## src/rtl/uart2apb_pkg.sv

```systemverilog
`default_nettype none
// ============================================================================
// Module      : uart2apb_pkg
// Description : Shared constants for the UART-to-APB bridge: byte width,
//               default receive-FIFO depth and status-register bit placement.
// Revision    : 1.0 - initial release
// ============================================================================
package uart2apb_pkg;

    // Width of one UART character
    localparam int UART_BYTE_W            = 8;

    // Default receive FIFO depth (log2 of entry count)
    localparam int FIFO_DEPTH_LOG2_DEFAULT = 4;

    // Status register layout used by the command decoder
    localparam int STAT_OVERFLOW_BIT      = 0;
    localparam int STAT_UNDERFLOW_BIT     = 1;
    localparam int STAT_AFULL_BIT         = 2;
    localparam int STAT_LEVEL_LSB         = 8;

endpackage : uart2apb_pkg
`default_nettype wire

```

## src/rtl/uart_fifo_ptr.sv

```systemverilog
`default_nettype none
// ============================================================================
// Module      : uart_fifo_ptr
// Description : FIFO pointer register with natural binary wrap. One extra
//               MSB beyond the address bits distinguishes full from empty.
// Revision    : 1.0 - initial release
// ============================================================================
module uart_fifo_ptr #(
    parameter int PTR_W = 5
) (
    input  logic             clk,
    input  logic             rst,
    input  logic             inc,
    output logic [PTR_W-1:0] ptr
);

    localparam logic [PTR_W-1:0] C_ONE = {{(PTR_W-1){1'b0}}, 1'b1};

    logic [PTR_W-1:0] r_ptr;

    // Advance by one on each accepted transfer, wrapping naturally
    always_ff @(posedge clk) begin
        if (rst) begin
            r_ptr <= '0;
        end else if (inc) begin
            r_ptr <= r_ptr + C_ONE;
        end
    end

    assign ptr = r_ptr;

endmodule : uart_fifo_ptr
`default_nettype wire

```

## src/rtl/uart_rx_byte_fifo.sv

```systemverilog
`default_nettype none
// ============================================================================
// Module      : uart_rx_byte_fifo
// Description : First-word-fall-through byte FIFO between the UART receiver
//               and the command decoder. Provides fill level and sticky
//               overflow/underflow flags.
//               Optional feature macro: UART_RX_FIFO_AFULL_EN adds the
//               registered almost_full output and the AFULL_LEVEL parameter.
// Revision    : 1.0 - initial release
// ============================================================================
module uart_rx_byte_fifo
    import uart2apb_pkg::*;
#(
    parameter int DEPTH_LOG2 = FIFO_DEPTH_LOG2_DEFAULT
`ifdef UART_RX_FIFO_AFULL_EN
   ,parameter int AFULL_LEVEL = 12
`endif
) (
    input  logic                   clk,
    input  logic                   rst,
    input  logic [UART_BYTE_W-1:0] wr_data,
    input  logic                   wr_req,
    output logic                   wr_ready,
    output logic [UART_BYTE_W-1:0] rd_data,
    output logic                   rd_valid,
    input  logic                   rd_req,
    output logic [DEPTH_LOG2:0]    level,
    input  logic                   flag_clr,
    output logic                   overflow,
    output logic                   underflow
`ifdef UART_RX_FIFO_AFULL_EN
   ,output logic                   almost_full
`endif
);

    localparam int               C_DEPTH   = 1 << DEPTH_LOG2;
    localparam logic [DEPTH_LOG2:0] C_LVL_ONE = {{DEPTH_LOG2{1'b0}}, 1'b1};

    logic [UART_BYTE_W-1:0] r_mem [C_DEPTH];
    logic [DEPTH_LOG2:0]    w_wr_ptr;
    logic [DEPTH_LOG2:0]    w_rd_ptr;
    logic [DEPTH_LOG2:0]    r_level;
    logic [DEPTH_LOG2:0]    w_level_next;
    logic                   w_empty;
    logic                   w_full;
    logic                   w_wr_acc;
    logic                   w_rd_acc;
    logic                   r_overflow;
    logic                   r_underflow;

    // Full/empty come from registered pointers only, so a pop in the same
    // cycle never frees room for a write that is being rejected.
    assign w_empty  = (w_wr_ptr == w_rd_ptr);
    assign w_full   = (w_wr_ptr[DEPTH_LOG2-1:0] == w_rd_ptr[DEPTH_LOG2-1:0]) &&
                      (w_wr_ptr[DEPTH_LOG2] != w_rd_ptr[DEPTH_LOG2]);
    assign w_wr_acc = wr_req && !w_full;
    assign w_rd_acc = rd_req && !w_empty;

    uart_fifo_ptr #(.PTR_W(DEPTH_LOG2 + 1)) u_wr_ptr (
        .clk (clk),
        .rst (rst),
        .inc (w_wr_acc),
        .ptr (w_wr_ptr)
    );

    uart_fifo_ptr #(.PTR_W(DEPTH_LOG2 + 1)) u_rd_ptr (
        .clk (clk),
        .rst (rst),
        .inc (w_rd_acc),
        .ptr (w_rd_ptr)
    );

    // Storage write; contents are intentionally not reset
    always_ff @(posedge clk) begin
        if (w_wr_acc) begin
            r_mem[w_wr_ptr[DEPTH_LOG2-1:0]] <= wr_data;
        end
    end

    // Next fill level: moves only when exactly one side is accepted
    always_comb begin
        w_level_next = r_level;
        if (w_wr_acc && !w_rd_acc) begin
            w_level_next = r_level + C_LVL_ONE;
        end else if (w_rd_acc && !w_wr_acc) begin
            w_level_next = r_level - C_LVL_ONE;
        end
    end

    // Registered fill level
    always_ff @(posedge clk) begin
        if (rst) begin
            r_level <= '0;
        end else begin
            r_level <= w_level_next;
        end
    end

    // Sticky error flags; a new error in the clear cycle keeps the flag set
    always_ff @(posedge clk) begin
        if (rst) begin
            r_overflow  <= 1'b0;
            r_underflow <= 1'b0;
        end else begin
            r_overflow  <= (wr_req && w_full)  || (r_overflow  && !flag_clr);
            r_underflow <= (rd_req && w_empty) || (r_underflow && !flag_clr);
        end
    end

`ifdef UART_RX_FIFO_AFULL_EN
    logic r_almost_full;

    // Threshold on the updated level so it tracks level in the same cycle
    always_ff @(posedge clk) begin
        if (rst) begin
            r_almost_full <= 1'b0;
        end else begin
            r_almost_full <= (int'(w_level_next) >= AFULL_LEVEL);
        end
    end

    assign almost_full = r_almost_full;
`endif

    assign wr_ready  = !w_full;
    assign rd_valid  = !w_empty;
    assign rd_data   = r_mem[w_rd_ptr[DEPTH_LOG2-1:0]];
    assign level     = r_level;
    assign overflow  = r_overflow;
    assign underflow = r_underflow;

endmodule : uart_rx_byte_fifo
`default_nettype wire

```

## config.mk

```make
export PLATFORM = sky130hd
export DESIGN_NAME = uart_rx_byte_fifo
export DESIGN_NICKNAME = d
export VERILOG_FILES = /design/src/rtl/uart2apb_pkg.sv /design/src/rtl/uart_fifo_ptr.sv /design/src/rtl/uart_rx_byte_fifo.sv
export SDC_FILE = /design/constraint.sdc
export NUM_CORES = 1
export LEC_CHECK = 0
export ABC_AREA = 1
export CAP_MARGIN = 20
export CORE_MARGIN = 1.5
export CORE_UTILIZATION = 55
export DETAILED_ROUTE_END_ITERATION = 8
export PLACE_DENSITY = 0.82
export SYNTH_ARGS = -nofsm -noshare
export SYNTH_HDL_FRONTEND = slang
export SYNTH_SLANG_ARGS = --single-unit
```

## constraint.sdc

```tcl
create_clock -name clk -period 6.3 [get_ports clk]
set_input_delay 0.945 -clock clk [delete_from_list [all_inputs] [get_ports clk]]
set_output_delay 0.945 -clock clk [all_outputs]
set_load 0.01 [all_outputs]
```

======== Word-level counts from Yosys, hierarchy flattened ========
Memories as Yosys holds them, arrays and structs flattened. A register that Yosys moved wholly into a read port is not among the register bits.
Index checks and enable logic that the tools add are counted.
cells by class
  $add $sub $neg .......................... 4
  equality and inequality tests ........... 3
  multiplexer cells ....................... 6
  reduce and logical (&&, ||, !) cells .... 17
operator list
  cell                                              count
  adder 5 x 1 -> 5 bit, second input constant       3
  two-way mux 5 bit                                 2
  logical AND 1 bit                                 9
  two-way mux 4 bit                                 2
  == test 5 bit                                     1
  zero test 1 bit                                   5
  subtractor 5 x 1 -> 5 bit, second input constant  1
  == test 4 bit                                     1
  logical OR 1 bit                                  2
  two-way mux 1 bit                                 2
  nonzero test 2 bit                                1
  != test 1 bit                                     1
storage, ports and cells
  bits in registers ....................... 17
  memory bits (writable) .................. 128
  input bits .............................. 13
  memories kept ........................... 1
memory list
  memory  words  width  read ports  clocked after Yosys merged registers in  write ports  line                     source
  r_mem   16     8      1           1                                        1            uart_rx_byte_fifo.sv:39  logic [UART_BYTE_W-1:0] r_mem [C_DEPTH];

======== Logic depth before layout (Yosys ltp) ========
  depth after elaboration ................. 8
  mapped depth ............................ 16

======== Modules after synthesis ========
From an unflattened synthesis, not the netlist that was laid out.
unflattened totals
  cell total of the unflattened synthesis .. 587
  area total of the unflattened synthesis .. 6296.0 um^2
modules (own cells, without submodules)
  module             times used  cells an instance  area an instance (um^2)  sequential area each (um^2)
  uart_rx_byte_fifo  1           529                5868.1                   3983.8
  uart_fifo_ptr      2           29                 214.0                    100.1

======== Worst setup path after synthesis ========
OpenSTA, ideal clock, no wires.
  path kind ............................... input-to-reg
  from .................................... in rd_req
  to ...................................... reg r_level[4], in the netlist level[4]
  setup time .............................. 0.070 ns
  arrival time ............................ 2.318 ns
  data required time ...................... 6.230 ns
  path slack .............................. 3.912 ns
  cell stages on the path ................. 11
  buffers on the path ..................... 1
  path through ............................ clkbuf_1 nand2_1 ha_1 inv_1 ha_1 nand2_1 nand3_1 nand2_1 xor2_1 nand2_1 a21oi_1
on the way
  word-level cells in the longest chain between the ends .. 4
  elaborated cells on any way between the ends .. 6
  classes of those cells .................. mux: 1; reduce/logical: 5
RTL lines
  item                                                     line                     source
  start: declaration                                       uart_rx_byte_fifo.sv:26  input logic rd_req,
  logical AND 1 bit *                                      uart_rx_byte_fifo.sv:57  assign w_rd_acc = rd_req && !w_empty;
  zero test 1 bit                                          uart_rx_byte_fifo.sv:83  if (w_wr_acc && !w_rd_acc) begin
  logical AND 1 bit                                        uart_rx_byte_fifo.sv:83
  two-way mux 5 bit or nonzero test 2 bit (tied branches)  --
  end signal: assignment                                   uart_rx_byte_fifo.sv:95  r_level <= w_level_next;
  end: declaration                                         uart_rx_byte_fifo.sv:42  logic [DEPTH_LOG2:0] r_level;
Mark *: on every way between the ends. The rest lies on a longest branch, timed or not.
A chain may end at the register's enable or synchronous reset.

==> flow_metrics.py <==
metrics = {
    "setup_path": {
        "crit_chain": "inv_1, nand3_1, nand3_1, nand2_1, clkdlybuf4s50_1",
        "critPathMaxFanout": 17,
        "worst_path_max_delay_cell": "dfxtp_1",
        "start_kind": "register",
        "r2r_start": "u_wr_ptr.ptr[1]$_SDFFE_PP0P_",
        "r2r_end": "level[4]$_SDFFE_PP0P_",
        "path_class": "reg -> out",
        "end_kind": "output pin",
        "ff2ff_path_depth": 15,
        "cp.required_ns": 5.35,
        "critPathCapture": "rd_data[1]",
        "slowest_delay_ns": 0.69,
        "cp.arrival_ns": 2.53,
        "path_common_cell": "nand3_1",
        "rrSetupSlack_ns": 3.66,
    },
    "sta": {
        "relSlewSlack_pct": 38.75,
        "drv_slew": 0,
        "finClkSkew_ns": 0.008699,
        "setup_ws_ns": 2.825,
        "whs_ns": 0.4716,
        "worst_slew_pin_slew_ns": 0.9153,
        "fin_tns_setup_ns": 0,
        "hold_violations": 0,
        "setup_viol": 0,
        "rsz0062_at_grt": "false",
        "fin_crit_ns": 3.475,
        "fin_crit_sh_pct": 55.16,
        "max_freq_mhz": 287.8,
    },
    "synthesis": {
        "synthAdderAreaFrac_pct": 2.076,
        "ys_seq_area_share_pct": 66.76,
        "ys_types": 26,
        "synth_compound_area_share_pct": 10.09,
        "synth_cells": 587,
        "synthSimpleGateAreaFrac_pct": 13.24,
        "yosysWarnings": 0,
        "yosys.area.top_type_share_pct": 60.18,
        "avgSynthCellArea_um2": 10.88,
        "synth_nets": 610,
        "synth-seq-cells": 149,
        "yosys.area_share.xor_xnor_pct": 0.5485,
        "muxShareOfSynthArea_pct": 0,
        "synth_top_family_by_area": "simple AND/OR/NAND/NOR gates",
        "yosysTopAreaCell": "edfxtp_1",
        "ys_top_cells_by_area": "edfxtp_1 (60%), dfxtp_1 (6.6%), nand2_1 (5.1%)",
        "netlist_area_um2": 6387,
    },
    "clock_tree": {
        "ctsHoldBuffers": 0,
        "post_cts_buffers": 0,
        "cts_tree": "yes",
        "clkLatencyLatePin_ns": 0.43,
        "cts_buffer_depth": 2,
        "clk_pin_slew_worst_paths_ns": 0.06,
        "cts_resized": 0,
        "tritoncts.num_buffers": 17,
        "htree_num_levels": 4,
        "cts-root-buf": "clkbuf_16",
        "clkSinkCount": 149,
    },
    "detailed_routing": {
        "wl_met3_um": 848,
        "drc": 0,
        "drt-initial-drc-count": 456,
        "wl_met2_um": 6920,
        "wl_um": 13270,
        "wl_met1_um": 5152,
        "top_layer": "met4",
        "drtAntennaViolNets": 0,
        "avgRoutedWirePerCell_um": 17.34,
        "viasPerCell": 5.630,
        "drt_pre_antenna_iters": 8,
        "vias": 4307,
    },
    "finish": {
        "fin_util_pct": 64.51,
        "finalNetCount": 632,
        "area_growth_pct": 14.83,
        "antenna_cells": 0,
        "drive_above_1_share_pct": 7.717,
        "fin_area_um2": 7335,
    },
    "global_route": {
        "grt_antenna_before_repair": 0,
        "grt-ovfl-total": 0,
        "grt_pass1_vias": 4239,
        "grt_pass1_wl_um": 20980,
        "grt_max_degree": 129,
        "grt.total_usage_pct": 22.23,
    },
    "place": {
        "dp_hpwl_um": 8062,
        "portBuffers": 29,
        "place_area_um2": 6734,
        "finalWeightedCongestion": 0.8445,
        "pre_cts_ws_ns": 3.028,
    },
    "floorplanning": {
        "die-height_um": 110.8,
        "start_util_pct": 56.18,
        "fp.dieArea_um2": 12270,
        "die_w_um": 110.8,
        "row_count": 39,
        "core_area_um2": 11370,
        "ios": 30,
    },
    "run_status": {
        "status": "complete, no violations",
    },
    "pwr": {
        "power_density_nw_per_um2": 329.3,
        "power.leakage_uw": 0.002740,
        "ir_worst_vdd_v": 0.0002062,
    },
    "hold_path": {
        "hold_class": "reg -> reg",
    },
    "run": {
        "max_cap_violations": 0,
    },
}
metal layers:
layer | GRT usage (%) | vias up
met5 | 0 | -
met4 | 9.915 | 0
met3 | 4.101 | 33
met2 | 39.05 | 174
met1 | 26.76 | 2044
li1 | - | 2056
synth_stat cells:
cell type / instances
a21oi_1: 42
a21oi_2: 1
buf_1: 5
buf_2: 9
buf_4: 1
buf_6: 1
clkbuf_1: 12
dfxtp_1: 21
edfxtp_1: 128
fa_1: 1
ha_1: 9
inv_1: 85
inv_2: 5
nand2_1: 86
nand2_2: 3
nand3_1: 60
nand3_4: 1
nand3b_2: 1
nand4_1: 1
nor2_1: 39
nor2_2: 1
nor2_4: 1
nor3_1: 1
o211ai_1: 32
o21ai_0: 37
xor2_1: 4
layout by cell type (no fill, tap or decap):
master | synthesis | layout
nor2_2 | 1 | 1
nand3_1 | 60 | 60
dfxtp_4 | 0 | 1
nand3b_2 | 1 | 1
clkinv_4 | 0 | 1
o21ai_0 | 37 | 37
o211ai_1 | 32 | 32
inv_8 | 0 | 1
clkdlybuf4s50_1 | 0 | 29
ha_1 | 9 | 9
nor3_1 | 1 | 1
a21oi_1 | 42 | 42
nor2_1 | 39 | 39
nand2_2 | 3 | 3
clkbuf_16 | 0 | 17
inv_1 | 85 | 85
dfxtp_2 | 0 | 1
nand2_1 | 86 | 86
buf_16 | 0 | 2
nand4_1 | 1 | 1
inv_6 | 0 | 7
xor2_1 | 4 | 4
clkinv_1 | 0 | 1
edfxtp_1 | 128 | 128
a21oi_2 | 1 | 1
nand3_4 | 1 | 1
inv_2 | 5 | 5
nor2_4 | 1 | 1
clkinvlp_4 | 0 | 4
fa_1 | 1 | 1
clkinv_2 | 0 | 1
dfxtp_1 | 21 | 19
worst max-delay path: cells and delay by family (launching register included):
family	cells	cell delay, ns
buf+inv	2	0.96
flops	1	0.69
simple gates	3	0.45
layout make-up:
cell class | instances | area (um2)
tap | 143 | 178.9
timing repair buffer | 31 | 345.3
clock inverter | 15 | 120.1
clock buffer | 17 | 425.4
multi-input combinational | 320 | 1658
inverter | 90 | 337.8
fill | 852 | 4035
sequential | 149 | 4269
state kept, by name (all words and copies together), names as in the netlist, named ones only:
signal        count
underflow         1
level             5
u_rd_ptr.ptr      5
overflow          1
u_wr_ptr.ptr      5
r_mem           128
stage by stage:
stage                     total power, uW  std cells
after floorplan                      1363        587
after global placement               1467        731
after detailed placement             1482        731
after CTS                            2403        763
after global routing                 2499        765
final                                2415        765
how the worst min path moves through the flow:
stage | from | to | slack [ns] | cells after the start
3_3_place_gp | underflow$_SDFF_PP0_ | underflow$_SDFF_PP0_ | 0.45 | 2
3_5_place_dp | underflow$_SDFF_PP0_ | underflow$_SDFF_PP0_ | 0.46 | 2
5_1_grt | underflow$_SDFF_PP0_ | underflow$_SDFF_PP0_ | 0.48 | 2
2_1_floorplan | overflow$_SDFF_PP0_ | overflow$_SDFF_PP0_ | 0.48 | 2
4_1_cts | underflow$_SDFF_PP0_ | underflow$_SDFF_PP0_ | 0.48 | 2
6_report | underflow$_SDFF_PP0_ | underflow$_SDFF_PP0_ | 0.47 | 2
report_power, final:
group          total (uW)  switching (uW)  internal [uW]
Combinational         346             202            144
Sequential           1130            33.9           1100
Clock                 937             425            512
cells by family (layout without fill, tap and decap cells):
family | after synthesis | in the layout
buffers and inverters | 118 | 153
AO/OA/AOI/OAI | 112 | 112
flip-flops | 149 | 149
XOR/XNOR | 4 | 4
adder cells (fa/ha/maj) | 10 | 10
AND/OR/NAND/NOR | 194 | 194
Note: power is estimated with default switching activity, not from simulation.
